<file path="config.mk">
export PLATFORM = sky130hd
export DESIGN_NAME = fifo_reader
export DESIGN_NICKNAME = d
export VERILOG_FILES = /design/src/rtl/fifo_pkg.sv /design/src/rtl/fifo_reader_skid.sv /design/src/rtl/fifo_reader.sv
export SDC_FILE = /design/constraint.sdc
export NUM_CORES = 1
export LEC_CHECK = 0
export BUFFER_PORTS_ARGS = -buffer_cell sky130_fd_sc_hd__buf_2
export CAP_MARGIN = 20
export CORE_MARGIN = 4
export CORE_UTILIZATION = 40
export CTS_CLUSTER_SIZE = 25
export DETAILED_ROUTE_END_ITERATION = 10
export GPL_TIMING_DRIVEN = 1
export PLACE_DENSITY = 0.73
export SYNTH_ARGS = -nofsm -noshare
export SYNTH_HDL_FRONTEND = slang
export SYNTH_HIERARCHICAL = 1
export SYNTH_SLANG_ARGS = --single-unit
</file>
<file path="constraint.sdc">
create_clock -name clk -period 3.5 [get_ports clk]
set_input_delay 0.175 -clock clk [delete_from_list [all_inputs] [get_ports clk]]
set_output_delay 0.175 -clock clk [all_outputs]
set_load 0.02 [all_outputs]
</file>
<file path="src/rtl/fifo_pkg.sv">
// Shared types and defaults for the FIFO burst reader.
package fifo_pkg;

    localparam int FIFO_WIDTH_DEF = 16;
    localparam int CNT_W_DEF      = 8;
    localparam int SKID_DEPTH     = 2;

    typedef enum logic [1:0] {
        IDLE  = 2'd0,
        BURST = 2'd1,
        DRAIN = 2'd2,
        DONE  = 2'd3
    } state_t;

    // Words that will be held downstream after this edge: buffered plus the
    // read already in flight, less the word leaving through the output port.
    function automatic logic [2:0] outstanding(
        input logic [1:0] occ,
        input logic       inflight,
        input logic       accept
    );
        return {1'b0, occ} + {2'b00, inflight} - {2'b00, accept};
    endfunction

endpackage

</file>
<file path="src/rtl/fifo_reader_skid.sv">
// Two-entry first-in first-out output buffer; head entry drives the stream.
module fifo_reader_skid
    import fifo_pkg::*;
#(
    parameter int WIDTH = FIFO_WIDTH_DEF
) (
    input  logic             clk,
    input  logic             rst,
    input  logic             i_push,
    input  logic [WIDTH-1:0] i_data,
    input  logic             i_pop,
    output logic             o_valid,
    output logic [WIDTH-1:0] o_data,
    output logic [1:0]       o_count
);

    logic [WIDTH-1:0] r_head;
    logic [WIDTH-1:0] r_tail;
    logic [1:0]       r_count;
    logic             w_pop;
    logic             w_push;

    // A pop needs a word; a push is refused only when full and nothing leaves.
    assign w_pop  = i_pop && (r_count != 2'd0);
    assign w_push = i_push && ((r_count != 2'(SKID_DEPTH)) || w_pop);

    // Head/tail shuffle and occupancy update.
    always_ff @(posedge clk) begin
        if (rst) begin
            r_head  <= '0;
            r_tail  <= '0;
            r_count <= 2'd0;
        end else begin
            case ({w_push, w_pop})
                2'b10: begin
                    if (r_count == 2'd0) begin
                        r_head <= i_data;
                    end else begin
                        r_tail <= i_data;
                    end
                    r_count <= r_count + 2'd1;
                end
                2'b01: begin
                    r_head  <= r_tail;
                    r_count <= r_count - 2'd1;
                end
                2'b11: begin
                    // Occupancy unchanged: the new word replaces the one leaving.
                    if (r_count == 2'd1) begin
                        r_head <= i_data;
                    end else begin
                        r_head <= r_tail;
                        r_tail <= i_data;
                    end
                end
                default: begin
                end
            endcase
        end
    end

    assign o_valid = (r_count != 2'd0);
    assign o_data  = r_head;
    assign o_count = r_count;

endmodule

</file>
<file path="src/rtl/fifo_reader.sv">
// Burst reader: pulls burst_len words from a FIFO read port and streams them
// out through a valid/ready interface with a two-entry output buffer.
module fifo_reader
    import fifo_pkg::*;
#(
    parameter int FIFO_WIDTH = FIFO_WIDTH_DEF,
    parameter int CNT_W      = CNT_W_DEF
) (
    input  logic                  clk,
    input  logic                  rst,
    input  logic                  start,
    input  logic [CNT_W-1:0]      burst_len,
    output logic                  busy,
    output logic                  done,
    output logic                  err,
    output logic                  rd_en,
    input  logic [FIFO_WIDTH-1:0] data_out,
    input  logic                  empty,
    input  logic                  underflow,
    output logic                  m_valid,
    output logic [FIFO_WIDTH-1:0] m_data,
    input  logic                  m_ready
);

    state_t           r_state;
    logic [CNT_W-1:0] r_len;
    logic [CNT_W-1:0] r_issued;
    logic [CNT_W-1:0] r_accepted;
    logic             r_inflight;
    logic             r_busy;
    logic             r_done;
    logic             r_err;

    logic                  w_buf_valid;
    logic [FIFO_WIDTH-1:0] w_buf_data;
    logic [1:0]            w_buf_count;
    logic                  w_accept;
    logic                  w_start_ok;
    logic                  w_rd_en;
    logic                  w_last_issue;
    logic                  w_last_accept;

    assign w_accept   = w_buf_valid && m_ready && !rst;
    assign w_start_ok = start && (r_state == IDLE);

    // Reads are throttled on occupancy net of this cycle's accept, so a
    // steadily draining stream keeps one read in flight every cycle while a
    // stalled stream never holds more than two words.
    assign w_rd_en = !rst && (r_state == BURST) && !empty && (r_issued < r_len)
                     && (outstanding(w_buf_count, r_inflight, w_accept) < 3'd2);

    assign w_last_issue  = w_rd_en && ((r_issued + CNT_W'(1)) == r_len);
    assign w_last_accept = w_accept && ((r_accepted + CNT_W'(1)) == r_len);

    fifo_reader_skid #(
        .WIDTH (FIFO_WIDTH)
    ) u_skid (
        .clk     (clk),
        .rst     (rst),
        .i_push  (r_inflight),
        .i_data  (data_out),
        .i_pop   (w_accept),
        .o_valid (w_buf_valid),
        .o_data  (w_buf_data),
        .o_count (w_buf_count)
    );

    // Burst FSM with its counters and registered busy/done outputs.
    always_ff @(posedge clk) begin
        if (rst) begin
            r_state    <= IDLE;
            r_len      <= '0;
            r_issued   <= '0;
            r_accepted <= '0;
            r_inflight <= 1'b0;
            r_busy     <= 1'b0;
            r_done     <= 1'b0;
        end else begin
            r_inflight <= w_rd_en;
            r_done     <= 1'b0;
            if (w_rd_en) begin
                r_issued <= r_issued + CNT_W'(1);
            end
            if (w_accept) begin
                r_accepted <= r_accepted + CNT_W'(1);
            end
            case (r_state)
                IDLE: begin
                    if (w_start_ok) begin
                        if (burst_len != '0) begin
                            r_state    <= BURST;
                            r_len      <= burst_len;
                            r_issued   <= '0;
                            r_accepted <= '0;
                            r_busy     <= 1'b1;
                        end else begin
                            // Empty burst: acknowledge immediately, stay idle.
                            r_done <= 1'b1;
                        end
                    end
                end
                BURST: begin
                    if (w_last_issue) begin
                        r_state <= DRAIN;
                    end
                end
                DRAIN: begin
                    if (w_last_accept) begin
                        r_state <= DONE;
                        r_busy  <= 1'b0;
                        r_done  <= 1'b1;
                    end
                end
                DONE: begin
                    r_state <= IDLE;
                end
                default: begin
                    r_state <= IDLE;
                end
            endcase
        end
    end

    // Sticky error: underflow sets it (and wins), an accepted start clears it.
    always_ff @(posedge clk) begin
        if (rst) begin
            r_err <= 1'b0;
        end else if (underflow) begin
            r_err <= 1'b1;
        end else if (w_start_ok) begin
            r_err <= 1'b0;
        end
    end

    // Outputs read as idle for the whole cycle in which reset is held.
    assign busy    = r_busy && !rst;
    assign done    = r_done && !rst;
    assign err     = r_err && !rst;
    assign rd_en   = w_rd_en;
    assign m_valid = w_buf_valid && !rst;
    assign m_data  = rst ? '0 : w_buf_data;

endmodule

</file>
== Word level (Yosys, flattened, before mapping) ==
Index checks and enable logic that the tools add are counted.
Cells by class
  $add $sub $neg: 6
  order comparisons: 2
  equality and inequality tests: 17
  mux-type cells: 31
  reduce and logical (&&, ||, !) cells: 32
Operators by type and width (count)
  2-to-1 mux 16 bit: 5
  2-to-1 mux 8 bit: 8
  case mux 16 bit (3 select lines): 1
  case mux 16 bit (2 select lines): 1
  adder 8 x 1 -> 8 bit (second input constant): 2
  == test 8 bit: 2
  logical AND 1 bit: 15
  != test 2 bit (second input constant): 6
  nonzero test 2 bit: 5
  == test 2 bit (second input constant): 4
  less-than comparator 8 bit: 1
  2-to-1 mux 1 bit: 8
  2-to-1 mux 2 bit: 4
  case mux 2 bit (4 select lines): 1
  AND reduction 4 bit: 2
  nonzero test 8 bit: 1
  == test 2 x 1 -> 1 bit (second input constant): 3
  AND reduction 3 bit: 2
  logical NOT 2 bit: 2
  != test 2 x 1 -> 1 bit (second input constant): 2
  case mux 1 bit (2 select lines): 2
  case mux 2 bit (2 select lines): 1
  adder 2 x 1 -> 3 bit: 1
  less-than comparator 3 x 2 -> 1 bit (second input constant): 1
  other kinds (7): 8
Storage, ports and cells
  flip-flop bits (word level): 64
  bits of input ports: 30
  output and inout bits: 21
  word-level logic and storage cells: 99

== Depth between registers and ports, before layout ==
  depth after elaboration: 10
  mapped depth: 14

== Hierarchy ==
Netlist, hierarchy kept.
By module, submodules not included
  fifo_reader: instances 1, cells each 258, area an instance 2172.1 µm², sequential area each 600.6 µm²
  fifo_reader_skid: instances 1, cells each 167, area an instance 1511.4 µm², sequential area each 680.7 µm²

== Worst setup path after synthesis ==
No wires, ideal clock.
  path kind: register to register
  from: register u_skid.r_count[1], in the netlist u_skid/o_count[1]
  to: register r_state[0]
  setup time: 0.079 ns
  arrival time: 3.611 ns
  required time: 3.421 ns
  slack: -0.190 ns
  stages on the path, launching flop included: 14
  path buffers: 0
  cell sequence: dfxtp_1 -> inv_1 -> ha_1 -> inv_1 -> nand2_1 -> nor2_1 -> ha_1 -> nand2b_1 -> fa_1 -> xor2_1 -> nor4_4 -> a41oi_1 -> or4b_4 -> a211oi_2
On the way
  cells in the longest elaborated chain, start to end: 9
  elaborated cells between the ends (all ways): 12
Ends and longest elaborated chain
  start: declaration: RTL line fifo_reader_skid.sv:19  | logic [1:0] r_count;
  start signal: assignment: RTL line fifo_reader_skid.sv:41  | r_count <= r_count + 2'd1;
  start signal: assignment: RTL line fifo_reader_skid.sv:45  | r_count <= r_count - 2'd1;
  nonzero test 2 bit *: RTL line fifo_reader_skid.sv:62  | assign o_valid = (r_count != 2'd0);
  named net w_buf_valid: RTL line fifo_reader.sv:34  | logic w_buf_valid;
  logical AND 1 bit * (2 in a row): RTL line fifo_reader.sv:43  | assign w_accept = w_buf_valid && m_ready && !rst;
  named net w_accept: RTL line fifo_reader.sv:37  | logic w_accept;
  subtractor 3 x 1 -> 3 bit: RTL line fifo_pkg.sv:22  | return {1'b0, occ} + {2'b00, inflight} - {2'b00, accept};
  less-than comparator 3 x 2 -> 1 bit: RTL line fifo_reader.sv:50  | && (outstanding(w_buf_count, r_inflight, w_accept) < 3'd2);
  logical AND 1 bit: RTL line fifo_reader.sv:50
  logical AND 1 bit: RTL line fifo_reader.sv:52  | assign w_last_issue = w_rd_en && ((r_issued + CNT_W'(1)) == r_len);
  != test 2 bit (no line)
  AND reduction 4 bit (no line) *
  end signal: assignment: RTL line fifo_reader.sv:71  | r_state <= IDLE;
  end signal: assignment: RTL line fifo_reader.sv:91  | r_state <= BURST;
  end signal: assignment: RTL line fifo_reader.sv:104  | r_state <= DRAIN;
  end: declaration: RTL line fifo_reader.sv:25  | state_t r_state;
Mark *: on every way through the listed nets, which the timed path passes. The rest lies on a longest branch.
A chain may end at the register's enable or synchronous reset.

== Worst setup path in the final report ==
  from: register u_skid.r_count[0], in the netlist u_skid/o_count[0]
  to: register r_state[0]
Same word-level chain as after synthesis.

==> run metrics <==
Post-synth ARST share 0%; Internal Power 1.445 mW; synthesized area between 3000 and 4000 µm²; Yosys top cell by area dfxtp_1; clock slew at reported path FFs 70 ps; cell leakage power between 1.5 and 2 nW; flops & latches, synth 64; kind of critical path reg -> reg; Hold Path Class in -> reg; fillers ~850; multi-input logic area ~2200 µm²; GRT met2 Usage 25.35%; grt ovf 0; Final Setup Violations 0; part of the power in registers 39.5%; Starting Density 41.63%; H-tree lvl count 3; die width between 100 and 150 µm; DRT Pass-1 Iters 4; Rows 34; Place WS 118.4 ps; top_reg_cell synth dfxtp_1; antenna cells 0; Avg Inst Size Synth 8.667 µm²; largest net degree at the start of global routing just over 60; synth top area cells dfxtp_1, nor2_1, mux2i_1; Syn-to-layout area delta 15.52%; syn nets 473; met3 Use GR 4.842%; Register Area around 1300 µm²; synth unique cells 60; GP Congestion 0.8647; drt total wl 8.544 mm; hold path start underflow; power per cell area about 500 nW/µm²; WHS Path Cells 3; DRT antenna net count 0; drt initial violations between 90 and 100; CP arrival 3570 ps; share of layout cells above drive strength 1 22.80%; GRT Max-Usage Layer met2; combinational share of power 27.5%; worst rel slew slack 47.68%; RSZ-0062 raised after global routing true; Post-synth EDFFs 0; worst reg-to-reg setup slack 190 ps; beginning of the worst register-to-register path u_skid/o_count[0]; CP required 3760 ps; post-layout net count 521; Setup WS post-layout 191.0 ps; fin crit share 94.54%; status finished, final reports clean; clock network power share 33.0%; I/O Buffers 50; clk_skew 6.532 ps; Final min period 3309 ps; Ys Warns 6; TritonCTS Buffers 9; Final Hold Viols 0; Max Slew Vio Count 0; synthesized instance count approximately 430; initial antenna violation count 0; CP max FO 9; full die area 10,810 µm²; core area 8848 µm²; Final HPWL DP 6.032 mm; Root Buffer clkbuf_8; final cell count without fillers just under 600; Hold Path Sink r_err; cell depth of the worst flop-to-flop path 13; drt wl/cell approximately 15 µm; total clock sinks 64; Area after DPL 3989 µm²; P_sw 693.4 µW; max cap viols 0; Highest Clock Rate a little over 300 MHz; Core Util, Final 48.09%; Finished Cell Area 4255 µm²; startpoint types flop; worst-margin pin slew 784.8 ps; Chip Height about 100 µm; worst reg2reg endpoint r_state[0]; dpl cells 565; clk_lat worst skew 340 ps; IO Pins 51; critical path capture point type flop; VDD IR max 0.0002728 V; first-pass GRT wire length 14.23 mm; vias per inst around 5.3; routed vias 3,114; sw frac 32.43%; drt drc 0; CTS tree yes; area share of the largest cell type after synthesis 34.78%; CTS Buffer Depth 2; GRT met1 Usage 20.00%; vias in the first global route 3,035; register area share after synthesis 34.78%; gr usage total 15.70%
[placed cells by master (no fill, tap or decap), types with 3 or more instances in the layout]
| master | count |
|---|---|
| dfxtp_1 | 64 |
| xor2_1 | 16 |
| mux2i_1 | 25 |
| nand3_1 | 10 |
| a211oi_1 | 3 |
| nor2b_1 | 21 |
| nor3_1 | 17 |
| xnor2_1 | 16 |
| a21oi_1 | 12 |
| nor3b_1 | 3 |
| nor4_2 | 8 |
| inv_1 | 15 |
| o41ai_1 | 3 |
| and2_1 | 4 |
| and3_1 | 3 |
| buf_2 | 49 |
| ha_1 | 17 |
| clkbuf_8 | 9 |
| nand2_1 | 15 |
| a32oi_1 | 3 |
| buf_4 | 12 |
| nor2_1 | 78 |
| o21ai_0 | 7 |
| nand2b_1 | 6 |
| nor4_1 | 9 |
| clkinvlp_4 | 3 |
[worst max-delay path by stage]
stage,slack (ps),endpoint,startpoint,cells past startpoint
after detailed placement,120,r_state[0],u_skid/o_count[0],13
final,190,r_state[0],u_skid/o_count[0],13
after CTS,30,rd_en,u_skid/o_count[0],13
after floorplan,60,r_state[0],u_skid/o_count[1],13
after global placement,240,r_state[0],u_skid/o_count[0],13
after global routing,-20,r_state[0],u_skid/o_count[0],13
[worst max-delay path, stage by stage (launching register included)]
cell and delay [ps]:
dfxtp_1 360, inv_1 90, ha_1 230, inv_2 100, nand2_4 100, nor2_4 170
ha_1 240, nand2b_1 150, fa_1 480, nand2_1 70, nor4_4 240, a41oi_1 190
or4b_4 580, a211oi_2 220
[metal layers]
metal	part of all wire, %	routed length [µm]	up-vias
li1	-	-	1570
met1	45	3868	1433
met2	46	3890	96
met3	7.4	632	15
met4	1.8	153	0
met5	0	0	-
[layout make-up]
cell class / count / share of cell area, %
Multi-Input combinational cell: 321 / 52.25
Sequential cell: 64 / 30.11
Timing Repair Buffer: 61 / 7.880
Tap cell: 108 / 3.176
Clock buffer: 9 / 2.911
Clock inverter: 7 / 2.264
Inverter: 16 / 1.411
[per-stage QoR]
stage | hold slack (ps) | setup TNS, ps | power (mW)
floorplan | 292.4 | 0 | 1.285
global placement | 388.5 | 0 | 1.412
detailed placement | 402.6 | 0 | 1.432
CTS | 50.18 | 0 | 2.140
global route | 65.26 | -36.04 | 2.248
finish | 52.44 | 0 | 2.138
[registers in the layout (all words and copies together), names as in the netlist]
| name | count |
|---|---|
| r_issued | 8 |
| r_err | 1 |
| u_skid/o_data | 16 |
| r_len | 8 |
| r_state | 2 |
| u_skid/o_count | 2 |
| r_done | 1 |
| u_skid/r_tail | 16 |
| r_accepted | 8 |
| r_inflight | 1 |
| r_busy | 1 |
[synthesized netlist by cell type (all sizes together), types with 2 or more instances]
master	n
o21ai	7
nand3	11
dfxtp	64
and4	2
clkbuf	12
nor2	79
and2	5
xor2	16
nand2b	6
and3	6
a32oi	3
a211o	2
ha	17
buf	12
a211oi	4
nor2b	23
a31oi	2
a311oi	2
a31o	2
nand4b	2
nor3b	3
a21oi	14
o41ai	3
xnor2	16
nor3	17
inv	16
mux2i	25
nand4	3
nor4	18
nand2	16
[logic make-up after synthesis]
kind of cell / after synthesis / share of synthesized area (%)
compound gates: 49 / 9.715
xor+xnor: 32 / 7.608
fa+ha+maj: 18 / 6.318
buf+inv: 40 / 5.299
flops: 64 / 34.78
mux: 25 / 6.793
simple gates: 197 / 29.48
[timing repair]
item | in CTS | in global routing
endpoints found under the setup margin | 0 | 3
hold buffers | 0 | 0
buffers inserted | 0 | 5
endpoints found under the hold margin | 0 | 0
resized for setup | 0 | 4
[power by group through the flow]
stage | sequential, mW | clock, mW | combinational, mW
floorplan | 0.837 | 0 | 0.447
CTS | 0.844 | 0.720 | 0.576
global placement | 0.857 | 0 | 0.555
finish | 0.844 | 0.706 | 0.589
global route | 0.853 | 0.750 | 0.645
detailed placement | 0.860 | 0 | 0.571
(Power assumes the default switching activity.)
